[config.mk]
export PLATFORM = sky130hd
export DESIGN_NAME = trace_cmd_scheduler
export DESIGN_NICKNAME = d
export VERILOG_FILES = /design/src/rtl/trace_cmd_scheduler.sv
export SDC_FILE = /design/constraint.sdc
export NUM_CORES = 1
export LEC_CHECK = 0
export BUFFER_PORTS_ARGS = -buffer_cell sky130_fd_sc_hd__buf_4
export CAP_MARGIN = 20
export CELL_PAD_IN_SITES_DETAIL_PLACEMENT = 1
export CELL_PAD_IN_SITES_GLOBAL_PLACEMENT = 1
export CORE_AREA = 3 3 109 111
export DETAILED_ROUTE_END_ITERATION = 8
export DIE_AREA = 0 0 112 114
export GPL_TIMING_DRIVEN = 0
export PLACE_DENSITY = 0.8
export SETUP_SLACK_MARGIN = 0.2
export SLEW_MARGIN = 20
export SYNTH_ARGS = -nofsm -noshare
export SYNTH_HDL_FRONTEND = slang
export SYNTH_SLANG_ARGS = --single-unit
[constraint.sdc]
create_clock -name clk -period 2.6 [get_ports clk]
set_clock_uncertainty 0.2 [all_clocks]
set_input_delay 0.13 -clock clk [delete_from_list [all_inputs] [get_ports clk]]
set_output_delay 0.13 -clock clk [all_outputs]
set_load 0.005 [all_outputs]
[src/rtl/trace_cmd_scheduler.sv]
// trace_cmd_scheduler: issues decoded trace commands one at a time onto the
// L1 request port, the snoop port, or the clear/print maintenance requests.
// Optional per-class statistics counters are built when the macro
// TRACE_SCHED_STATS_EN is defined.
module trace_cmd_scheduler #(
    parameter int unsigned addressSize = 32
) (
    input  logic                   clk,
    input  logic                   reset,
    input  logic                   cmd_valid,
    output logic                   cmd_ready,
    input  logic [3:0]             cmd_code,
    input  logic [addressSize-1:0] cmd_addr,
    output logic                   l1_valid,
    input  logic                   l1_ready,
    output logic [15:0]            l1_op,
    output logic [addressSize-1:0] l1_addr,
    output logic                   snoop_valid,
    input  logic                   snoop_ready,
    output logic [7:0]             snoop_op,
    output logic [addressSize-1:0] snoop_addr,
    output logic                   clear_req,
    output logic                   print_req,
    input  logic                   maint_done,
    output logic                   busy,
    output logic [15:0]            err_count
`ifdef TRACE_SCHED_STATS_EN
    ,
    output logic [31:0]            rd_count,
    output logic [31:0]            wr_count,
    output logic [31:0]            if_count,
    output logic [31:0]            snoop_count
`endif
);

    // ASCII op encodings
    localparam logic [15:0] OpDr = 16'h4452;  // "DR"
    localparam logic [15:0] OpDw = 16'h4457;  // "DW"
    localparam logic [15:0] OpIr = 16'h4952;  // "IR"
    localparam logic [7:0]  OpI  = 8'h49;     // "I"
    localparam logic [7:0]  OpR  = 8'h52;     // "R"
    localparam logic [7:0]  OpW  = 8'h57;     // "W"
    localparam logic [7:0]  OpM  = 8'h4D;     // "M"

    typedef enum logic [1:0] {
        StIdle,
        StL1Issue,
        StSnoopIssue,
        StMaintWait
    } state_e;

    state_e                 state_q, state_d;
    logic [15:0]            l1_op_q, l1_op_d;
    logic [addressSize-1:0] l1_addr_q, l1_addr_d;
    logic [7:0]             snoop_op_q, snoop_op_d;
    logic [addressSize-1:0] snoop_addr_q, snoop_addr_d;
    logic                   maint_clr_q, maint_clr_d;  // 1: clear, 0: print
    logic [15:0]            err_count_q, err_count_d;
`ifdef TRACE_SCHED_STATS_EN
    logic [31:0]            rd_count_q, rd_count_d;
    logic [31:0]            wr_count_q, wr_count_d;
    logic [31:0]            if_count_q, if_count_d;
    logic [31:0]            snoop_count_q, snoop_count_d;
`endif

    logic accept;

    // Handshake and port outputs decoded directly from the state register
    always_comb begin
        cmd_ready   = (state_q == StIdle) && !reset;
        accept      = cmd_valid && cmd_ready;
        l1_valid    = (state_q == StL1Issue);
        snoop_valid = (state_q == StSnoopIssue);
        clear_req   = (state_q == StMaintWait) && maint_clr_q;
        print_req   = (state_q == StMaintWait) && !maint_clr_q;
        busy        = (state_q != StIdle);
        l1_op       = l1_op_q;
        l1_addr     = l1_addr_q;
        snoop_op    = snoop_op_q;
        snoop_addr  = snoop_addr_q;
        err_count   = err_count_q;
`ifdef TRACE_SCHED_STATS_EN
        rd_count    = rd_count_q;
        wr_count    = wr_count_q;
        if_count    = if_count_q;
        snoop_count = snoop_count_q;
`endif
    end

    // Next-state: decode in IDLE, wait for the owning handshake elsewhere
    always_comb begin
        state_d      = state_q;
        l1_op_d      = l1_op_q;
        l1_addr_d    = l1_addr_q;
        snoop_op_d   = snoop_op_q;
        snoop_addr_d = snoop_addr_q;
        maint_clr_d  = maint_clr_q;
        err_count_d  = err_count_q;
`ifdef TRACE_SCHED_STATS_EN
        rd_count_d    = rd_count_q;
        wr_count_d    = wr_count_q;
        if_count_d    = if_count_q;
        snoop_count_d = snoop_count_q;
`endif
        unique case (state_q)
            StIdle: begin
                if (accept) begin
                    case (cmd_code)
                        4'd0, 4'd1, 4'd2: begin
                            l1_addr_d = cmd_addr;
                            l1_op_d   = (cmd_code == 4'd0) ? OpDr :
                                        (cmd_code == 4'd1) ? OpDw : OpIr;
                            state_d   = StL1Issue;
                        end
                        4'd3, 4'd4, 4'd5, 4'd6: begin
                            snoop_addr_d = cmd_addr;
                            snoop_op_d   = (cmd_code == 4'd3) ? OpI :
                                           (cmd_code == 4'd4) ? OpR :
                                           (cmd_code == 4'd5) ? OpW : OpM;
                            state_d      = StSnoopIssue;
                        end
                        4'd8: begin
                            maint_clr_d = 1'b1;
                            state_d     = StMaintWait;
                        end
                        4'd9: begin
                            maint_clr_d = 1'b0;
                            state_d     = StMaintWait;
                        end
                        default: begin
                            // Illegal code: absorbed in place, counter saturates
                            if (err_count_q != 16'hFFFF) begin
                                err_count_d = err_count_q + 16'd1;
                            end
                        end
                    endcase
                end
            end
            StL1Issue: begin
                if (l1_ready) begin
                    state_d = StIdle;
`ifdef TRACE_SCHED_STATS_EN
                    if (l1_op_q == OpDr) begin
                        rd_count_d = rd_count_q + 32'd1;
                    end else if (l1_op_q == OpDw) begin
                        wr_count_d = wr_count_q + 32'd1;
                    end else begin
                        if_count_d = if_count_q + 32'd1;
                    end
`endif
                end
            end
            StSnoopIssue: begin
                if (snoop_ready) begin
                    state_d = StIdle;
`ifdef TRACE_SCHED_STATS_EN
                    snoop_count_d = snoop_count_q + 32'd1;
`endif
                end
            end
            StMaintWait: begin
                if (maint_done) begin
                    state_d = StIdle;
`ifdef TRACE_SCHED_STATS_EN
                    if (maint_clr_q) begin
                        rd_count_d    = '0;
                        wr_count_d    = '0;
                        if_count_d    = '0;
                        snoop_count_d = '0;
                    end
`endif
                end
            end
            default: state_d = StIdle;
        endcase
    end

    // State and datapath registers with synchronous reset
    always_ff @(posedge clk) begin
        if (reset) begin
            state_q       <= StIdle;
            l1_op_q       <= '0;
            l1_addr_q     <= '0;
            snoop_op_q    <= '0;
            snoop_addr_q  <= '0;
            maint_clr_q   <= 1'b0;
            err_count_q   <= '0;
`ifdef TRACE_SCHED_STATS_EN
            rd_count_q    <= '0;
            wr_count_q    <= '0;
            if_count_q    <= '0;
            snoop_count_q <= '0;
`endif
        end else begin
            state_q       <= state_d;
            l1_op_q       <= l1_op_d;
            l1_addr_q     <= l1_addr_d;
            snoop_op_q    <= snoop_op_d;
            snoop_addr_q  <= snoop_addr_d;
            maint_clr_q   <= maint_clr_d;
            err_count_q   <= err_count_d;
`ifdef TRACE_SCHED_STATS_EN
            rd_count_q    <= rd_count_d;
            wr_count_q    <= wr_count_d;
            if_count_q    <= if_count_d;
            snoop_count_q <= snoop_count_d;
`endif
        end
    end

endmodule

==> flow_metrics.py <==
metrics = {
    "floorplanning": {
        "fp.dieW_um": 112,
        "fp-row-count": 38,
        "die_h_um": 114,
        "num_io_pins": 152,
        "start_util": 0.349,
        "dieArea_um2": 12800,
        "core_um2": 10900,
    },
    "layout": {
        "layout_commonest_cell": "buf_4",
        "final_nets": 679,
        "final_cell_mix": "buf_4 (164), dfxtp_1 (90), nand2_1 (75)",
        "fin_util": 0.530,
        "regArea_um2": 1840,
        "fill_cells": 1279,
        "diodes": 0,
        "synthToLayoutAreaGrowth_pct": 51.9,
        "drive_gt1_frac": 0.329,
        "fin_cells": 781,
        "multi_input_area_um2": 1750,
    },
    "routing": {
        "wl_um": 13400,
        "wl_per_cell_um": 17.2,
        "vias_per_cell": 5.05,
        "ant_nets": 0,
        "num_vias": 3947,
        "drc": 0,
        "drt_iter0_drc": 143,
        "drt-pass1-iter-count": 4,
    },
    "critical_path": {
        "critPathCaptureType": "flop",
        "worst-path-buf-inv": 3,
        "path_cells": "buf_6, or4b_4, buf_8, a211o_4, buf_6, or4_4, a21oi_1",
        "crit_path_start_kind": "flop",
        "reg2reg_depth": 7,
        "cp_slowest_cell": "or4b_4",
        "crit_fanout": 8,
        "cp.arrival_ns": 2.53,
        "cp.depth": 7,
        "worst-setup-path-type": "flop to flop",
        "critPathTopFamily": "simple AND/OR/NAND/NOR gates",
        "required_ns": 2.68,
        "path_common_cell": "buf_6",
        "critPathMaxStageDelay_ns": 0.54,
    },
    "grt": {
        "grt_max_degree": 16,
        "gr-usage-met1": 0.234,
        "use_met2": 0.373,
        "overflow": 0,
        "antenna_found_initial": 0,
        "top_usage_layer": "met2",
        "use_met3": 0.0637,
        "grt_pass1_wl_um": 21500,
        "grt_pass1_vias": 4254,
        "grt_usage": 0.209,
    },
    "power": {
        "power_frac_clock": 0.353,
        "p_leak_nw": 2.41,
        "powerDensity_nw_per_um2": 474,
        "combPwrFrac": 0.117,
        "netSwitchingFraction": 0.248,
        "p_seq_frac": 0.530,
        "internal-power_w": 0.00206,
        "peakVddDrop_v": 0.000303,
        "switchingPower_w": 0.000678,
    },
    "job": {
        "drv_cap": 0,
    },
    "clocking": {
        "cts_tree": "built",
        "htreeDepth": 3,
        "cts_made_buffers": 9,
        "cts.reportedPaths.clkPinSlew_ns": 0.09,
        "clockBufferDepth": 2,
        "insertion_delay_ns": 0.35,
        "numClockSinks": 92,
        "cts_root_buf": "clkbuf_8",
    },
    "run_status": {
        "status": "finished clean",
    },
    "logic_synthesis": {
        "ys.flop_type": "dfxtp_1",
        "ys_seq_area_frac": 0.485,
        "synth.distinct_cells": 42,
        "syn_area_per_cell_um2": 8.80,
        "synth_edf_count": 0,
        "synth.largest_area_cell": "dfxtp_1",
        "async_flop_share": 0,
        "synthCells": 432,
        "synth_warnings": 0,
        "synth_area_leaders": "dfxtp_1 (48%), mux2i_1 (9.2%), nand2_1 (7.4%)",
        "synth_seq_cells": 92,
        "syn-cell-area_um2": 3800,
        "synth_top_cell_area_share": 0.485,
    },
    "sta": {
        "rsz0062_at_grt": "yes",
        "whs_ns": 0.0271,
        "period_minus_slack_ns": 2.45,
        "setup_ws_ns": 0.148,
        "setup_viol": 0,
        "fmax_mhz": 408,
        "fin_crit_sh": 0.943,
        "slew_headroom": 0.568,
        "tightest_slew_ns": 0.647,
        "finalHoldViolCount": 0,
        "drv_slew": 0,
    },
    "placement": {
        "hpwl_um": 9290,
        "post-place-cells": 720,
        "portBuffers": 140,
        "gp_congestion": 0.805,
        "pre_cts_ws_ns": -0.107,
    },
    "worst_hold_path": {
        "hold_path.class": "input pin to flop",
        "min_delay_path_depth": 3,
    },
}
power groups by stage:
stage          Combinational [W]  Sequential [W]  Clock (W)
3_3_place_gp            0.000254         0.00148          0
6_report                0.000321         0.00145   0.000966
3_5_place_dp            0.000262         0.00148          0
5_1_grt                 0.000351         0.00145    0.00108
4_1_cts                 0.000310         0.00145    0.00100
2_1_floorplan           0.000121         0.00148          0
sequential cells by signal, indices dropped and copies added (netlist names):
name,flops
l1_op,4
snoop_op,5
state_q,2
maint_clr_q,1
err_count,16
snoop_addr,32
l1_addr,32
tightest hold or removal path, delay by kind of cell:
family | cells | cell delay (ns)
buffers and inverters | 1 | 0.16
and+or+nand+nor | 1 | 0.11
muxes | 1 | 0.15
cells in the mapped netlist, types with 5 or more instances:
cell,number
clkbuf_1,23
o41ai_1,7
nand3_1,9
o21ai_0,8
or4_1,5
o311ai_0,6
dfxtp_1,92
nand2_1,75
nor2_1,47
mux2i_1,35
a21oi_1,47
nor4b_1,5
buf_4,20
worst paths after layout:
kind	from	end	slack (ns)
max	state_q[1]	err_count[11]	0.15
min reg2reg	l1_addr[21]	l1_addr[21]	0.26
max reg2reg	state_q[1]	err_count[11]	0.15
min	reset	err_count[13]	0.03
what timing repair did:
action / CTS / global route
gates cloned: 1 / 0
endpoints found under the setup margin: 45 / 66
pin swaps: 1 / 5
buffers inserted: 5 / 3
hold endpoints to repair: 66 / 0
gates resized for setup: 5 / 32
hold buffers: 36 / 0
area by class of cell:
cell class                 instances  area share
timing repair buffer             185       0.257
sequential                        92       0.320
inverter                           2     0.00130
multi-input combinational        298       0.304
clock buffer                      11      0.0228
tap                              140      0.0304
clock inverter                     5      0.0104
buffer                            48      0.0555
metrics by stage:
stage	TNS (ns)	cell area (µm²)	power, W
2_1_floorplan	0	3830	0.00160
3_3_place_gp	-0.0782	5060	0.00173
3_5_place_dp	-0.863	5060	0.00174
4_1_cts	0	5670	0.00276
5_1_grt	0	5770	0.00288
6_report	0	5770	0.00274
metal layers:
metal	wire length, µm	part of all wire
met1	5240	0.39
met4	283	0.021
met5	0	0
met3	1020	0.076
met2	6850	0.51
cells by family (layout without fill, tap and decap cells):
| group | after synthesis | after routing | synth area share |
|---|---|---|---|
| adders and majority gates | 1 | 1 | 0.00329 |
| buffers and inverters | 50 | 251 | 0.0757 |
| xor gates and xnor gates | 1 | 1 | 0.00231 |
| other | 1 | 9 | 0.000987 |
| DFF | 92 | 92 | 0.485 |
| and+or+nand+nor | 169 | 169 | 0.205 |
| AOI/OAI and AO/OA | 82 | 82 | 0.133 |
| muxes | 36 | 36 | 0.0952 |
Power figures use the tool's default switching activity.
